File: src/rtl/xmodem_pkg.sv
// Shared XMODEM protocol constants and loader state encoding.
package xmodem_pkg;
    localparam logic [7:0] SOH = 8'h01;
    localparam logic [7:0] EOT = 8'h04;
    localparam logic [7:0] ACK = 8'h06;
    localparam logic [7:0] NAK = 8'h15;
    localparam logic [7:0] CAN = 8'h18;

    localparam int BLOCK_BYTES = 128;

    typedef enum logic [2:0] {
        ST_IDLE,
        ST_BLK,
        ST_BLKN,
        ST_DATA,
        ST_CKSUM,
        ST_RESP,
        ST_DONE
    } state_t;
endpackage

File: src/rtl/xmodem_word_packer.sv
// Packs bytes LSB-first into words; word_vld pulses one cycle after the last byte strobe.
// No backpressure: every strobe is consumed, clear restarts the byte count.
module xmodem_word_packer #(
    parameter int NB_BYTE = 8,
    parameter int NB_WORD = 32
) (
    input  logic               clk,
    input  logic               rst,
    input  logic               clear,
    input  logic               byte_stb,
    input  logic [NB_BYTE-1:0] byte_dat,
    output logic               word_vld,
    output logic [NB_WORD-1:0] word
);
    localparam int BYTES = NB_WORD / NB_BYTE;
    localparam int CW    = $clog2(BYTES);

    logic [CW-1:0]              cnt;
    logic [NB_WORD-NB_BYTE-1:0] sr;

    always_ff @(posedge clk or posedge rst) begin
        if (rst) begin
            cnt      <= '0;
            sr       <= '0;
            word_vld <= 1'b0;
            word     <= '0;
        end else begin
            word_vld <= 1'b0;
            if (clear) begin
                cnt <= '0;
                sr  <= '0;
            end else if (byte_stb) begin
                // newest byte enters at the top so the first byte ends up in bits [7:0]
                sr <= {byte_dat, sr[NB_WORD-NB_BYTE-1:NB_BYTE]};
                if (cnt == CW'(BYTES - 1)) begin
                    cnt      <= '0;
                    word     <= {byte_dat, sr};
                    word_vld <= 1'b1;
                end else begin
                    cnt <= cnt + 1'b1;
                end
            end
        end
    end
endmodule

File: src/rtl/xmodem_loader.sv
// Receive-side XMODEM (checksum) engine: validates 128-byte blocks, writes packed words to IMEM, answers ACK/NAK.
// Optional inactivity abort is built when XMODEM_TIMEOUT_EN is defined.
module xmodem_loader
    import xmodem_pkg::*;
#(
    parameter int NB_INSTRUCTION  = 32,
    parameter int IMEM_ADDR_WIDTH = 7,
    parameter int NB_UART_DATA    = 8,
    parameter int TIMEOUT_CYCLES  = 50_000_000
) (
    input  logic                       clk,
    input  logic                       i_rst,
    input  logic [NB_UART_DATA-1:0]    i_uart_rx_data,
    input  logic                       i_uart_rx_done,
    output logic                       o_uart_rd,
    output logic [NB_UART_DATA-1:0]    o_uart_wdata,
    output logic                       o_uart_wr,
    output logic                       o_uart_tx_start,
    output logic                       o_imem_we,
    output logic [IMEM_ADDR_WIDTH-1:0] o_imem_addr,
    output logic [NB_INSTRUCTION-1:0]  o_imem_wdata,
    output logic                       o_busy,
    output logic                       o_done,
    output logic                       o_err
);
    state_t                  state;
    logic                    rd;
    logic [NB_UART_DATA-1:0] byte_q;
    logic                    held;
    logic [NB_UART_DATA-1:0] held_byte;
    logic [7:0]              exp_blk;
    logic [7:0]              blk_prev;
    logic [7:0]              blk_q;
    logic [7:0]              cksum;
    logic [6:0]              data_cnt;
    logic                    blk_new;
    logic                    blk_dup;
    logic                    eot_flag;
    logic                    wr;
    logic [NB_UART_DATA-1:0] wdata;
    logic                    busy;
    logic                    err;
    logic                    done;
    logic [4:0]              widx;
    logic                    can_take;
    logic                    pack_clear;
    logic                    pack_stb;
    logic                    word_vld;
    logic [NB_INSTRUCTION-1:0] word;

`ifdef XMODEM_TIMEOUT_EN
    localparam int TO_W = $clog2(TIMEOUT_CYCLES + 1);
    logic [TO_W-1:0] to_cnt;
`endif

    // A byte is processed in the cycle its pop is visible; new bytes wait out that cycle and RESP/DONE.
    assign can_take   = (state != ST_RESP) && (state != ST_DONE) && !rd;
    assign pack_clear = rd && (state == ST_IDLE) && (byte_q == SOH);
    assign pack_stb   = rd && (state == ST_DATA);
    assign blk_prev   = exp_blk - 8'd1;

    xmodem_word_packer #(
        .NB_BYTE (NB_UART_DATA),
        .NB_WORD (NB_INSTRUCTION)
    ) u_packer (
        .clk      (clk),
        .rst      (i_rst),
        .clear    (pack_clear),
        .byte_stb (pack_stb),
        .byte_dat (byte_q),
        .word_vld (word_vld),
        .word     (word)
    );

    always_ff @(posedge clk or posedge i_rst) begin
        if (i_rst) begin
            state     <= ST_IDLE;
            rd        <= 1'b0;
            byte_q    <= '0;
            held      <= 1'b0;
            held_byte <= '0;
            exp_blk   <= 8'd1;
            blk_q     <= '0;
            cksum     <= '0;
            data_cnt  <= '0;
            blk_new   <= 1'b0;
            blk_dup   <= 1'b0;
            eot_flag  <= 1'b0;
            wr        <= 1'b0;
            wdata     <= '0;
            busy      <= 1'b0;
            err       <= 1'b0;
            done      <= 1'b0;
            widx      <= '0;
`ifdef XMODEM_TIMEOUT_EN
            to_cnt    <= '0;
`endif
        end else begin
            rd   <= 1'b0;
            wr   <= 1'b0;
            done <= 1'b0;

            if (can_take && held) begin
                rd     <= 1'b1;
                byte_q <= held_byte;
                held   <= i_uart_rx_done;
                if (i_uart_rx_done)
                    held_byte <= i_uart_rx_data;
            end else if (can_take && i_uart_rx_done) begin
                rd     <= 1'b1;
                byte_q <= i_uart_rx_data;
            end else if (i_uart_rx_done) begin
                held      <= 1'b1;
                held_byte <= i_uart_rx_data;
            end

            if (word_vld)
                widx <= widx + 5'd1;

            case (state)
                ST_IDLE: if (rd) begin
                    case (byte_q)
                        SOH: begin
                            state    <= ST_BLK;
                            busy     <= 1'b1;
                            err      <= 1'b0;
                            cksum    <= '0;
                            data_cnt <= '0;
                        end
                        EOT: begin
                            wr       <= 1'b1;
                            wdata    <= ACK;
                            eot_flag <= 1'b1;
                            state    <= ST_RESP;
                        end
                        CAN:     err <= 1'b1;
                        default: ;
                    endcase
                end
                ST_BLK: if (rd) begin
                    blk_q <= byte_q;
                    state <= ST_BLKN;
                end
                ST_BLKN: if (rd) begin
                    blk_new <= (blk_q == exp_blk)  && (byte_q == ~blk_q);
                    blk_dup <= (blk_q == blk_prev) && (byte_q == ~blk_q);
                    widx    <= '0;
                    state   <= ST_DATA;
                end
                ST_DATA: if (rd) begin
                    cksum    <= cksum + byte_q;
                    data_cnt <= data_cnt + 7'd1;
                    if (data_cnt == 7'(BLOCK_BYTES - 1))
                        state <= ST_CKSUM;
                end
                ST_CKSUM: if (rd) begin
                    wr    <= 1'b1;
                    state <= ST_RESP;
                    if ((byte_q == cksum) && (blk_new || blk_dup)) begin
                        wdata <= ACK;
                        if (blk_new)
                            exp_blk <= exp_blk + 8'd1;
                    end else begin
                        wdata <= NAK;
                    end
                end
                ST_RESP: begin
                    busy     <= 1'b0;
                    eot_flag <= 1'b0;
                    done     <= eot_flag;
                    state    <= eot_flag ? ST_DONE : ST_IDLE;
                end
                ST_DONE: state <= ST_IDLE;
                default: state <= ST_IDLE;
            endcase

`ifdef XMODEM_TIMEOUT_EN
            if ((state == ST_BLK) || (state == ST_BLKN) ||
                (state == ST_DATA) || (state == ST_CKSUM)) begin
                if (rd) begin
                    to_cnt <= '0;
                end else if (to_cnt == TO_W'(TIMEOUT_CYCLES - 1)) begin
                    to_cnt <= '0;
                    wr     <= 1'b1;
                    wdata  <= NAK;
                    err    <= 1'b1;
                    state  <= ST_RESP;
                end else begin
                    to_cnt <= to_cnt + 1'b1;
                end
            end else begin
                to_cnt <= '0;
            end
`endif
        end
    end

    // Write address: block base ((exp_blk-1)*128) plus word offset, wrapped to the IMEM size.
    assign o_imem_we       = word_vld && blk_new;
    assign o_imem_wdata    = word;
    assign o_imem_addr     = IMEM_ADDR_WIDTH'({blk_prev, 7'd0} + {8'd0, widx, 2'b00});
    assign o_uart_rd       = rd;
    assign o_uart_wr       = wr;
    assign o_uart_tx_start = wr;
    assign o_uart_wdata    = wdata;
    assign o_busy          = busy;
    assign o_done          = done;
    assign o_err           = err;
endmodule
File: config.mk
export PLATFORM = sky130hd
export DESIGN_NAME = xmodem_loader
export DESIGN_NICKNAME = d
export VERILOG_FILES = /design/src/rtl/xmodem_pkg.sv /design/src/rtl/xmodem_word_packer.sv /design/src/rtl/xmodem_loader.sv
export SDC_FILE = /design/constraint.sdc
export NUM_CORES = 1
export LEC_CHECK = 0
export BUFFER_PORTS_ARGS = -buffer_cell sky130_fd_sc_hd__buf_2
export CAP_MARGIN = 20
export CORE_MARGIN = 8
export CORE_UTILIZATION = 63
export DETAILED_ROUTE_END_ITERATION = 7
export PLACE_DENSITY = 0.85
export SLEW_MARGIN = 5
export SYNTH_ARGS = -nofsm -noshare
export SYNTH_HDL_FRONTEND = slang
export SYNTH_SLANG_ARGS = --single-unit
File: constraint.sdc
create_clock -name clk -period 9.48 [get_ports clk]
set_clock_uncertainty 0.2 [all_clocks]
set_input_delay 0.474 -clock clk [delete_from_list [all_inputs] [get_ports clk]]
set_output_delay 0.474 -clock clk [all_outputs]
set_load 0.02 [all_outputs]
==> results.py <==
metrics = {
    "worst_setup_path": {
        "ff2ff_setup_slack_ns": 6.73,
        "worstPathCellList": "nand3b_1, nor2_2, buf_4, nand2_1, buf_4, mux2_2",
        "max_stage_delay_ns": 0.56,
        "reg2regPathDepth": 6,
        "slowest_stage": "dfrtp_1",
        "cp_max_fo": 35,
        "start_kind": "flip-flop",
        "cp_data_arrival_time_ns": 2.96,
        "path_class": "flip-flop to flip-flop",
        "required_ns": 9.68,
        "crit_start": "state[0]",
        "cp_common_cell": "buf_4",
        "reg2reg_from": "state[0]",
        "worst_setup_path_end_kind": "flip-flop",
        "r2r-end": "u_packer.word[0]",
    },
    "global_routing": {
        "overflow": 0,
        "grt_usage": 0.226,
        "first_global_vias": 4589,
        "grt_max_degree": 83,
        "antenna_found_initial": 0,
        "grt_pass1_wl_um": 22700,
    },
    "power": {
        "p_seq_frac": 0.400,
        "p_per_area_nw_per_um2": 301,
        "intPower_mw": 1.32,
        "vdd_drop_max_mv": 0.207,
        "clkPwrFrac": 0.319,
        "pwr-share-comb": 0.281,
        "leakage_nw": 3.36,
        "p_sw_frac": 0.363,
        "p_sw_mw": 0.754,
        "total_power_mw": 2.08,
    },
    "placement": {
        "port_buffers": 58,
        "dp_hpwl_um": 8970,
        "place_inst": 679,
        "routabilityCongestion": 0.882,
    },
    "floorplan": {
        "die_y_um": 113,
        "die-area_um2": 12700,
        "num_io_pins": 65,
        "core_area_um2": 9150,
        "die_x_um": 113,
        "start_util": 0.642,
        "num_rows": 35,
    },
    "detailed_routing": {
        "wirelength_um": 13700,
        "avgViaCountPerCell": 6.04,
        "ant_nets": 0,
        "drtPass1Iterations": 5,
        "drc": 0,
        "post_drt_wl_per_cell_um": 18.9,
        "drt_iter0_drc": 349,
        "vias": 4362,
    },
    "synth": {
        "yosysMostFrequentCell": "dfrtp_1",
        "yosysSeqAreaShare": 0.537,
        "ys_async_sr_fraction": 1.00,
        "synth_area_um2": 5880,
        "synth_seq_cells": 126,
        "postSynthCellCount": 538,
        "yosys.area.top_type_share": 0.532,
        "synthTopCellsByCount": "dfrtp_1 (125), nand2_1 (75), mux2_2 (50), xnor2_1 (34), a21oi_1 (32)",
        "synth_edf_count": 0,
        "synth.avg_cell_area_um2": 10.9,
        "yosysWarnings": 0,
        "synth.distinct_cells": 57,
        "synth_ff_type": "dfrtp_1",
        "synthTopCellsByArea": "dfrtp_1 (53%), mux2_2 (9.6%), xnor2_1 (5.1%), nand2_1 (4.8%), a21oi_1 (2.7%)",
        "yosysTopAreaCell": "dfrtp_1",
    },
    "timing": {
        "rsz0062_at_grt": "false",
        "final-setup-viol-count": 0,
        "slew_headroom": 0.495,
        "finalSetupTns_ns": 0,
        "min_period_over_period": 0.290,
        "max_freq_ghz": 0.363,
        "finalCriticalPeriod_ns": 2.75,
        "hold_viol": 0,
        "whs_ns": 0.0488,
        "worstMarginPinSlew_ns": 0.757,
        "slew_viol_final": 0,
    },
    "layout": {
        "final_nets": 622,
        "fin_util": 0.755,
        "drive_gt1_frac": 0.257,
        "fill_cells": 568,
        "insertedDiodeCount": 0,
        "area_growth_pct": 17.6,
        "final_cell_count_no_fill": 722,
    },
    "clock_network": {
        "cts_made_buffers": 17,
        "root_buffer": "clkbuf_8",
        "clock_path_buffers": 2,
        "htree_levels": 4,
        "clkSinkCount": 126,
        "ctsHoldBuffers": 8,
        "postCtsSetupBuffers": 0,
        "clkLatencyLatePin_ns": 0.53,
        "post_cts_resized": 0,
        "tritoncts": "built",
        "clk_pin_slew_ns": 0.06,
    },
    "min_path": {
        "min-delay-start": "i_uart_rx_done",
        "hold_path_end": "held",
        "min_path_type": "input port to flip-flop",
        "holdPathStages": 2,
    },
    "outcome": {
        "status": "finished, final reports clean",
    },
    "job": {
        "maxCapViolCount": 0,
    },
}
-- power groups by stage --
| stage | clock network [mW] | logic (mW) | registers [mW] |
|---|---|---|---|
| 5_1_grt | 0.689 | 0.638 | 0.851 |
| 3_5_place_dp | 0 | 0.564 | 0.833 |
| 6_report | 0.663 | 0.584 | 0.831 |
| 4_1_cts | 0.667 | 0.578 | 0.827 |
| 3_3_place_gp | 0 | 0.545 | 0.824 |
| 2_1_floorplan | 0 | 0.478 | 0.771 |
-- per-layer routing --
layer / part of all wire / vias up / global-route usage / wire (um)
li1: - / 1986 / - / -
met1: 0.40 / 2187 / 0.257 / 5420
met2: 0.53 / 153 / 0.391 / 7180
met3: 0.051 / 36 / 0.0564 / 693
met4: 0.027 / 0 / 0.105 / 362
met5: 0 / - / 0 / 0
-- state kept, by name, summed over array words and instances, names as in the netlist, 2 cells and up --
register,flops
u_packer.cnt,2
widx,5
state,3
u_packer.word,32
o_uart_wdata,3
held_byte,8
data_cnt,7
blk_q,8
cksum,8
exp_blk,8
byte_q,8
u_packer.sr,24
-- critical path, delay by kind of cell, from the launching register on --
kind | cells | cell delay, ns
and+or+nand+nor | 3 | 0.82
buffers and inverters | 2 | 0.73
DFF | 1 | 0.56
muxes | 1 | 0.30
-- layout by cell type (no fill, tap or decap), types with 2 or more instances in the layout --
master and count:
a22o_1 4, a21o_1 3, nand2_1 75, clkbuf_16 16, o21a_1 4, o21bai_1 2
ha_1 12, o32ai_1 2, xor2_1 5, dlygate4sd3_1 9, nand4_1 9, or2_2 2
o22ai_1 3, buf_4 5, bufinv_16 2, conb_1 6, nor3_1 7, nor2_1 20
inv_6 7, xnor2_1 34, dfrtp_1 125, nand2b_1 4, mux2_2 50, a31oi_1 4
o211ai_1 2, inv_8 4, inv_1 11, nand3_1 6, nor2b_1 4, nor4bb_1 2
nand3b_1 3, nor4_1 4, a21oi_1 32, buf_2 58, and3_1 9, o31ai_1 2
o21ai_0 28, a22oi_1 8
-- kinds of logic after synthesis --
group	count (synthesis)	synth area share
XOR/XNOR	39	0.0581
flip-flops	126	0.537
buffers and inverters	50	0.0400
adder cells (fa/ha/maj)	14	0.0307
other	1	0.000638
AO/OA/AOI/OAI	105	0.112
multiplexers	51	0.0975
AND/OR/NAND/NOR	152	0.125
-- cell type report --
| type | count | area, um2 | area share |
|---|---|---|---|
| Sequential cell | 126 | 3150 | 0.456 |
| Multi-Input combinational cell | 367 | 2510 | 0.363 |
| Timing Repair Buffer | 74 | 460 | 0.0666 |
| Clock buffer | 17 | 414 | 0.0599 |
| Clock inverter | 15 | 190 | 0.0275 |
| Tap cell | 111 | 139 | 0.0201 |
| Inverter | 12 | 47.5 | 0.00688 |
-- worst max-delay path by stage --
stage / endpoint / slack (ns) / cells past startpoint
floorplan: blk_dup / 5.45 / 1
global placement: o_busy / 6.84 / 5
detailed placement: cksum[4] / 6.68 / 4
CTS: o_busy / 6.67 / 5
global route: exp_blk[5] / 6.55 / 6
finish: u_packer.word[0] / 6.73 / 6
-- through the flow --
step           setup slack (ns)  instance area, um2
4_1_cts                    6.67                6860
2_1_floorplan              5.45                5900
3_5_place_dp               6.68                6180
5_1_grt                    6.55                6910
6_report                   6.73                6910
3_3_place_gp               6.84                6180
No activity file was read; power rests on OpenSTA's default activity.
